<file path="src/rtl/fib_05_rewind.sv">
// Reversible fib_05 stepping engine: forward steps push the selector onto a LIFO history,
// rewind pops it and applies the exact inverse step until the state returns to zero.
module fib_05_rewind #(
    parameter int W     = 11,
    parameter int LIMIT = 300,
    parameter int DEPTH = 32
) (
    input  logic                         clk,
    input  logic                         rst,
    input  logic                         selector,
    input  logic                         go,
    input  logic                         rewind,
    output logic [W-1:0]                 x,
    output logic [W-1:0]                 y,
    output logic [W-1:0]                 i,
    output logic [W-1:0]                 j,
    output logic [$clog2(DEPTH+1)-1:0]   depth,
    output logic                         full,
    output logic                         busy,
    output logic                         done,
    output logic                         err
);

    localparam int DW = $clog2(DEPTH + 1);
    localparam logic [W-1:0]  LIM = W'(LIMIT);
    localparam logic [DW-1:0] DEP = DW'(DEPTH);

    typedef enum logic [1:0] {IDLE, FWD, REWIND, DONE} state_t;

    state_t            state, state_n;
    logic [W-1:0]      x_n, y_n, i_n, j_n;
    logic [DW-1:0]     depth_n;
    logic              err_n;
    logic              push;
    logic [DEPTH-1:0]  stack;
    logic              top;

    always_comb begin
        top = 1'b0;
        for (int unsigned k = 0; k < DEPTH; k++) begin
            if (DW'(k + 1) == depth) top = stack[k];
        end
    end

    always_comb begin
        state_n = state;
        x_n     = x;
        y_n     = y;
        i_n     = i;
        j_n     = j;
        depth_n = depth;
        err_n   = err;
        push    = 1'b0;
        case (state)
            IDLE, DONE: begin
                if (go) begin
                    state_n = FWD;
                    err_n   = 1'b0;
                end
            end
            FWD: begin
                if (rewind) begin
                    state_n = REWIND;
                end else if (j < LIM && depth != DEP) begin
                    push    = 1'b1;
                    x_n     = x + W'(1);
                    y_n     = y + W'(1);
                    i_n     = i + x + W'(1);
                    j_n     = selector ? (j + y + W'(1)) : (j + y + W'(2));
                    depth_n = depth + DW'(1);
                end
            end
            REWIND: begin
                // inverse uses the pre-edge x/y, which equal the forward step's post-edge values
                if (depth != '0) begin
                    x_n     = x - W'(1);
                    y_n     = y - W'(1);
                    i_n     = i - x;
                    j_n     = top ? (j - y) : (j - y - W'(1));
                    depth_n = depth - DW'(1);
                end else begin
                    state_n = DONE;
                    if ((x | y | i | j) != '0) err_n = 1'b1;
                end
            end
            default: state_n = IDLE;
        endcase
        if (j < i) err_n = 1'b1;
    end

    always_ff @(posedge clk or posedge rst) begin
        if (rst) state <= IDLE;
        else     state <= state_n;
    end

    always_ff @(posedge clk or posedge rst) begin
        if (rst) begin
            x     <= '0;
            y     <= '0;
            i     <= '0;
            j     <= '0;
            depth <= '0;
            err   <= 1'b0;
            stack <= '0;
        end else begin
            x     <= x_n;
            y     <= y_n;
            i     <= i_n;
            j     <= j_n;
            depth <= depth_n;
            err   <= err_n;
            for (int unsigned k = 0; k < DEPTH; k++) begin
                if (push && DW'(k) == depth) stack[k] <= selector;
            end
        end
    end

    assign full = (depth == DEP);
    assign busy = (state == FWD) || (state == REWIND);
    assign done = (state == DONE);

endmodule

</file>
<file path="config.mk">
export PLATFORM = sky130hd
export DESIGN_NAME = fib_05_rewind
export DESIGN_NICKNAME = d
export VERILOG_FILES = /design/src/rtl/fib_05_rewind.sv
export SDC_FILE = /design/constraint.sdc
export NUM_CORES = 1
export LEC_CHECK = 0
export BUFFER_PORTS_ARGS = -buffer_cell sky130_fd_sc_hd__buf_2
export CAP_MARGIN = 20
export CORE_MARGIN = 8
export CORE_UTILIZATION = 56
export DETAILED_ROUTE_END_ITERATION = 6
export GPL_ROUTABILITY_DRIVEN = 0
export GPL_TIMING_DRIVEN = 0
export PLACE_DENSITY = 0.78
export SETUP_SLACK_MARGIN = 0.02
export SYNTH_ARGS = -nofsm -noshare
export SYNTH_HDL_FRONTEND = slang
export SYNTH_SLANG_ARGS = --single-unit
export TNS_END_PERCENT = 5
</file>
<file path="constraint.sdc">
create_clock -name clk -period 3.6 [get_ports clk]
set_clock_uncertainty 0.15 [all_clocks]
set_input_delay 0.36 -clock clk [delete_from_list [all_inputs] [get_ports clk]]
set_output_delay 0.36 -clock clk [all_outputs]
set_load 0.005 [all_outputs]
</file>
==> results.md <==
- The total area inside the core boundary comes to 13,240 µm².
- In the final routed layout, each cell accounts on average for 18.63 µm.
- After synthesis, the netlist uses 80 different library cells.
- The nature of the critical path startpoint is a register.
- The average via count per standard cell is 6.071.
- The detail route stage leaves a number of antenna-violating nets equal to 0.
- The number of nets in the synthesized netlist is 992.
- The sequential-to-total area share from yosys stat is 27.91%.
- The run finished with clean final reports.
- STA puts the critical path data arrival time at 3680 ps.
- Setup total negative slack on the finished layout was measured at 0 ps.
- The first TritonRoute pass finished after 6 iterations.
- The worst hold path was traced through 4 stages.
- The final hold violation count is 0.
- The combined global-route utilization of all metal layers is 24.10%.
- The max-slew violation count is 0.
- The fraction of the mapped netlist area in compound gates is 19.59%.
- The share of cell area taken by muxes after synthesis is 5.911%.
- The clock passes through at most 2 buffers.
- The routed design could run at a clock period as short as 3587 ps.
- The share of the synthesized area in the top cell type is 27.91%.
- The latest clock arrival within the worst-skew pair is 360 ps.
- The main flop type after synthesis is sky130_fd_sc_hd__dfrtp_1.
- The fraction of final layout cells sized beyond drive strength 1 is 16.22%.
- The number of primary I/O pins is 59.
- The post-synthesis share of cell area spent on full adders, half adders and majority gates is 14.71%.
- Yosys instantiated no cell more often than sky130_fd_sc_hd__dfrtp_1.
- The leakage power summed over all cells is 3.935 nW.
- The via count of the first global-routing pass was 6,600.
- The maximum fanout along the worst path is 4.
- The path depth of the worst reg2reg path is 11.
- The dominant combinational cell family by area after synthesis is compound AO/OA/AOI/OAI gates.
- At the pin with the least slew margin, the transition time is 712.7 ps.
- The fraction of registers with async set or reset after synthesis is 100.0%.
- The average instance in the mapped netlist occupies 8.457 µm².
- The detailed-route DRC error count is 0.
- The number of buffer cells added on primary ports is 58.
- Entering global routing, the biggest net connects 50 pins.
- Across all setup checks in the final design, the least slack found is 12.95 ps.
- In the post-synthesis netlist, the biggest area contributors are sky130_fd_sc_hd__dfrtp_1 28%, sky130_fd_sc_hd__ha_1 13%, sky130_fd_sc_hd__xnor2_1 4.8%, sky130_fd_sc_hd__o21ai_0 4.7%, sky130_fd_sc_hd__mux2_2 4.6%.
- The flip-flop and latch count after synthesis is 85.
- The total standard cell area after synthesis is 7620 µm².
- The clock tree from TritonCTS is done.
- The number of buffers created by CTS is 9.
- The commonest cells after synthesis are 85 x sky130_fd_sc_hd__dfrtp_1, 80 x sky130_fd_sc_hd__ha_1, 76 x sky130_fd_sc_hd__inv_1.
- From synthesis to final layout, the design area changed by 12.20%.
- The simple-gate area share of the yosys netlist is 18.75%.
- Setup violations remaining at the end of the flow were counted as 0.
- The worst hold path belongs to the class in2reg.
- In this run the horizontal extent of the chip is 132.7 µm.
- During synthesis, Yosys emitted a total of 0 warnings.
- The number of antenna violations at the first check in global routing came to 0.
- Global routing finished with a remaining overflow of 0.
- Headroom to the max-slew limit came out at 52.49%.
- The largest voltage drop on the vdd net is 785.5 µV.
- Clock tree synthesis selected as its root buffer the cell sky130_fd_sc_hd__clkbuf_16.
- The total clock sinks is 85.
- Timing would allow up to 0.2788 GHz.
- At the placement stage, the worst setup path has a slack of -932.6 ps.
- After the first detailed-routing iteration, the DRC count stood at 695.
- The floorplan has 42 rows.
- The detailed router placed 7,018 vias in this run.
- After Yosys synthesis, XOR and XNOR cells account for 7.011% of the synthesized area.
- The kind of end point of the critical path is a register.
- The count of filler cells inserted in the layout is 1,129.
- Summed over all layers, the routed wires come to 21,530 µm.
- Setup repair after global routing could not meet its margin everywhere.
- For this configuration, the core starts out at a cell density of 57.54%.
- After clock tree synthesis, the clock-pin slew on the worst setup and hold paths is 70 ps.
- Measured along the y axis, the die boundary spans 132.7 µm.
- The die area is 17,600 µm².
- The H-tree was split into 3 levels.
- The cell count after synthesis is 901.
- The number of flops mapped to enable cells by yosys is 0.
- The first global-routing pass estimated 34,630 µm of wire.
- The antenna diode instance count is 0.
- The final layout contains 1,066 nets.
- sky130_fd_sc_hd__dfrtp_1 takes more of the synthesized area than any other cell.
- The power per unit of standard cell area is 1069 nW/µm².
- The ratio of final minimum period to clock period is 99.64%.
- Detailed placement ended at an HPWL of 15,950 µm.
- The critical path is of the reg2reg type.
- The worst path required time is 3690 ps.
- Max-cap violations in this run came to 0.
critical path, stage by stage, from the launching register on:
cell and delay, ps:
sky130_fd_sc_hd__dfrtp_2 430, sky130_fd_sc_hd__ha_2 220, sky130_fd_sc_hd__fa_2 360, sky130_fd_sc_hd__nor2b_1 160
sky130_fd_sc_hd__o21a_1 210, sky130_fd_sc_hd__or4_4 430, sky130_fd_sc_hd__o31a_1 300, sky130_fd_sc_hd__o21bai_2 130
sky130_fd_sc_hd__nand3b_1 110, sky130_fd_sc_hd__and3b_2 290, sky130_fd_sc_hd__mux2_1 320, sky130_fd_sc_hd__or3_1 360
final cells by class:
cell class | count | area, µm² | area share (%)
plain buffers | 37 | 176.4 | 2.064
clock buffers | 9 | 225.2 | 2.634
clock inverters | 7 | 68.82 | 0.8049
inverters | 77 | 296.5 | 3.468
multi-input cells | 701 | 5067 | 59.27
flip-flops and latches | 85 | 2131 | 24.92
well taps | 176 | 220.2 | 2.576
repair buffers | 64 | 364.1 | 4.259
what timing repair did:
item,in CTS,in global routing
setup buffers,2,2
endpoints found under the hold margin,36,0
endpoints found under the setup margin,7,19
hold buffers,1,0
resized for setup,9,10
stage by stage:
stage / cells / total power, mW / instance area, µm² / util [%] / hold slack [ps]
finish: 1156 / 9.139 / 8549 / 64.56 / 308.5
global route: 1156 / 9.920 / 8549 / 64.56 / 333.0
CTS: 1154 / 8.974 / 8507 / 64.24 / 299.6
detailed placement: 1136 / 7.947 / 8163 / 61.64 / 273.4
global placement: 1135 / 7.791 / 8133 / 61.41 / 338.3
floorplan: 901 / 6.340 / 7622 / - / 319.7
layout by cell type (no fill, tap or decap), types with 4 or more instances in the layout:
cell	count
sky130_fd_sc_hd__clkbuf_16	9
sky130_fd_sc_hd__nand2_1	72
sky130_fd_sc_hd__and3_1	5
sky130_fd_sc_hd__nor2b_1	16
sky130_fd_sc_hd__or3_1	6
sky130_fd_sc_hd__o31ai_1	9
sky130_fd_sc_hd__o21a_1	13
sky130_fd_sc_hd__mux2_2	31
sky130_fd_sc_hd__inv_1	75
sky130_fd_sc_hd__nand3b_1	8
sky130_fd_sc_hd__buf_4	6
sky130_fd_sc_hd__xor2_1	19
sky130_fd_sc_hd__o21bai_1	4
sky130_fd_sc_hd__dfrtp_1	82
sky130_fd_sc_hd__nor4_1	19
sky130_fd_sc_hd__nor3_1	27
sky130_fd_sc_hd__o211ai_1	5
sky130_fd_sc_hd__xnor2_1	42
sky130_fd_sc_hd__mux2i_1	9
sky130_fd_sc_hd__a211oi_1	8
sky130_fd_sc_hd__o21ai_0	71
sky130_fd_sc_hd__nor2_1	72
sky130_fd_sc_hd__clkbuf_1	20
sky130_fd_sc_hd__nand2b_1	6
sky130_fd_sc_hd__a21o_1	13
sky130_fd_sc_hd__nand4_1	7
sky130_fd_sc_hd__a31o_2	4
sky130_fd_sc_hd__nand3_1	21
sky130_fd_sc_hd__a21oi_1	53
sky130_fd_sc_hd__fa_1	5
sky130_fd_sc_hd__buf_2	67
sky130_fd_sc_hd__ha_1	78
sky130_fd_sc_hd__a221oi_1	5
registers in the layout (all words and copies together), names as in the netlist:
register	cells
depth	6
i	11
y	11
stack	32
x	11
j	11
err	1
state	2
path summary, 6_finish.rpt:
kind	start	endpoint	slack, ps
setup / recovery	y[0]	j[10]	10
hold / removal	rewind	state[1]	310
setup reg to reg	y[0]	j[10]	10
hold reg to reg	stack[9]	stack[9]	360
max in group asynchronous	rst	j[5]	2230
min in group asynchronous	rst	i[6]	430
power by group:
group / total [mW] / internal, mW / switching (mW)
combinational: 6.37 / 2.68 / 3.69
sequential: 1.83 / 1.26 / 0.569
clock: 0.940 / 0.485 / 0.455
cell families after synthesis:
| group | Yosys count |
|---|---|
| buf+inv | 115 |
| fa+ha+maj | 86 |
| compound gates | 230 |
| mux | 41 |
| xor+xnor | 61 |
| flops | 85 |
| simple gates | 283 |
metal layers:
metal | GRT usage, % | up-vias | wire length (µm) | part of all wire [%]
li1 | - | 3348 | - | -
met1 | 32.29 | 3332 | 9743 | 45
met2 | 38.03 | 293 | 9599 | 45
met3 | 4.769 | 45 | 1694 | 7.9
met4 | 8.076 | 0 | 495 | 2.3
met5 | 0 | - | 0 | 0
Power figures use the tool's default switching activity.
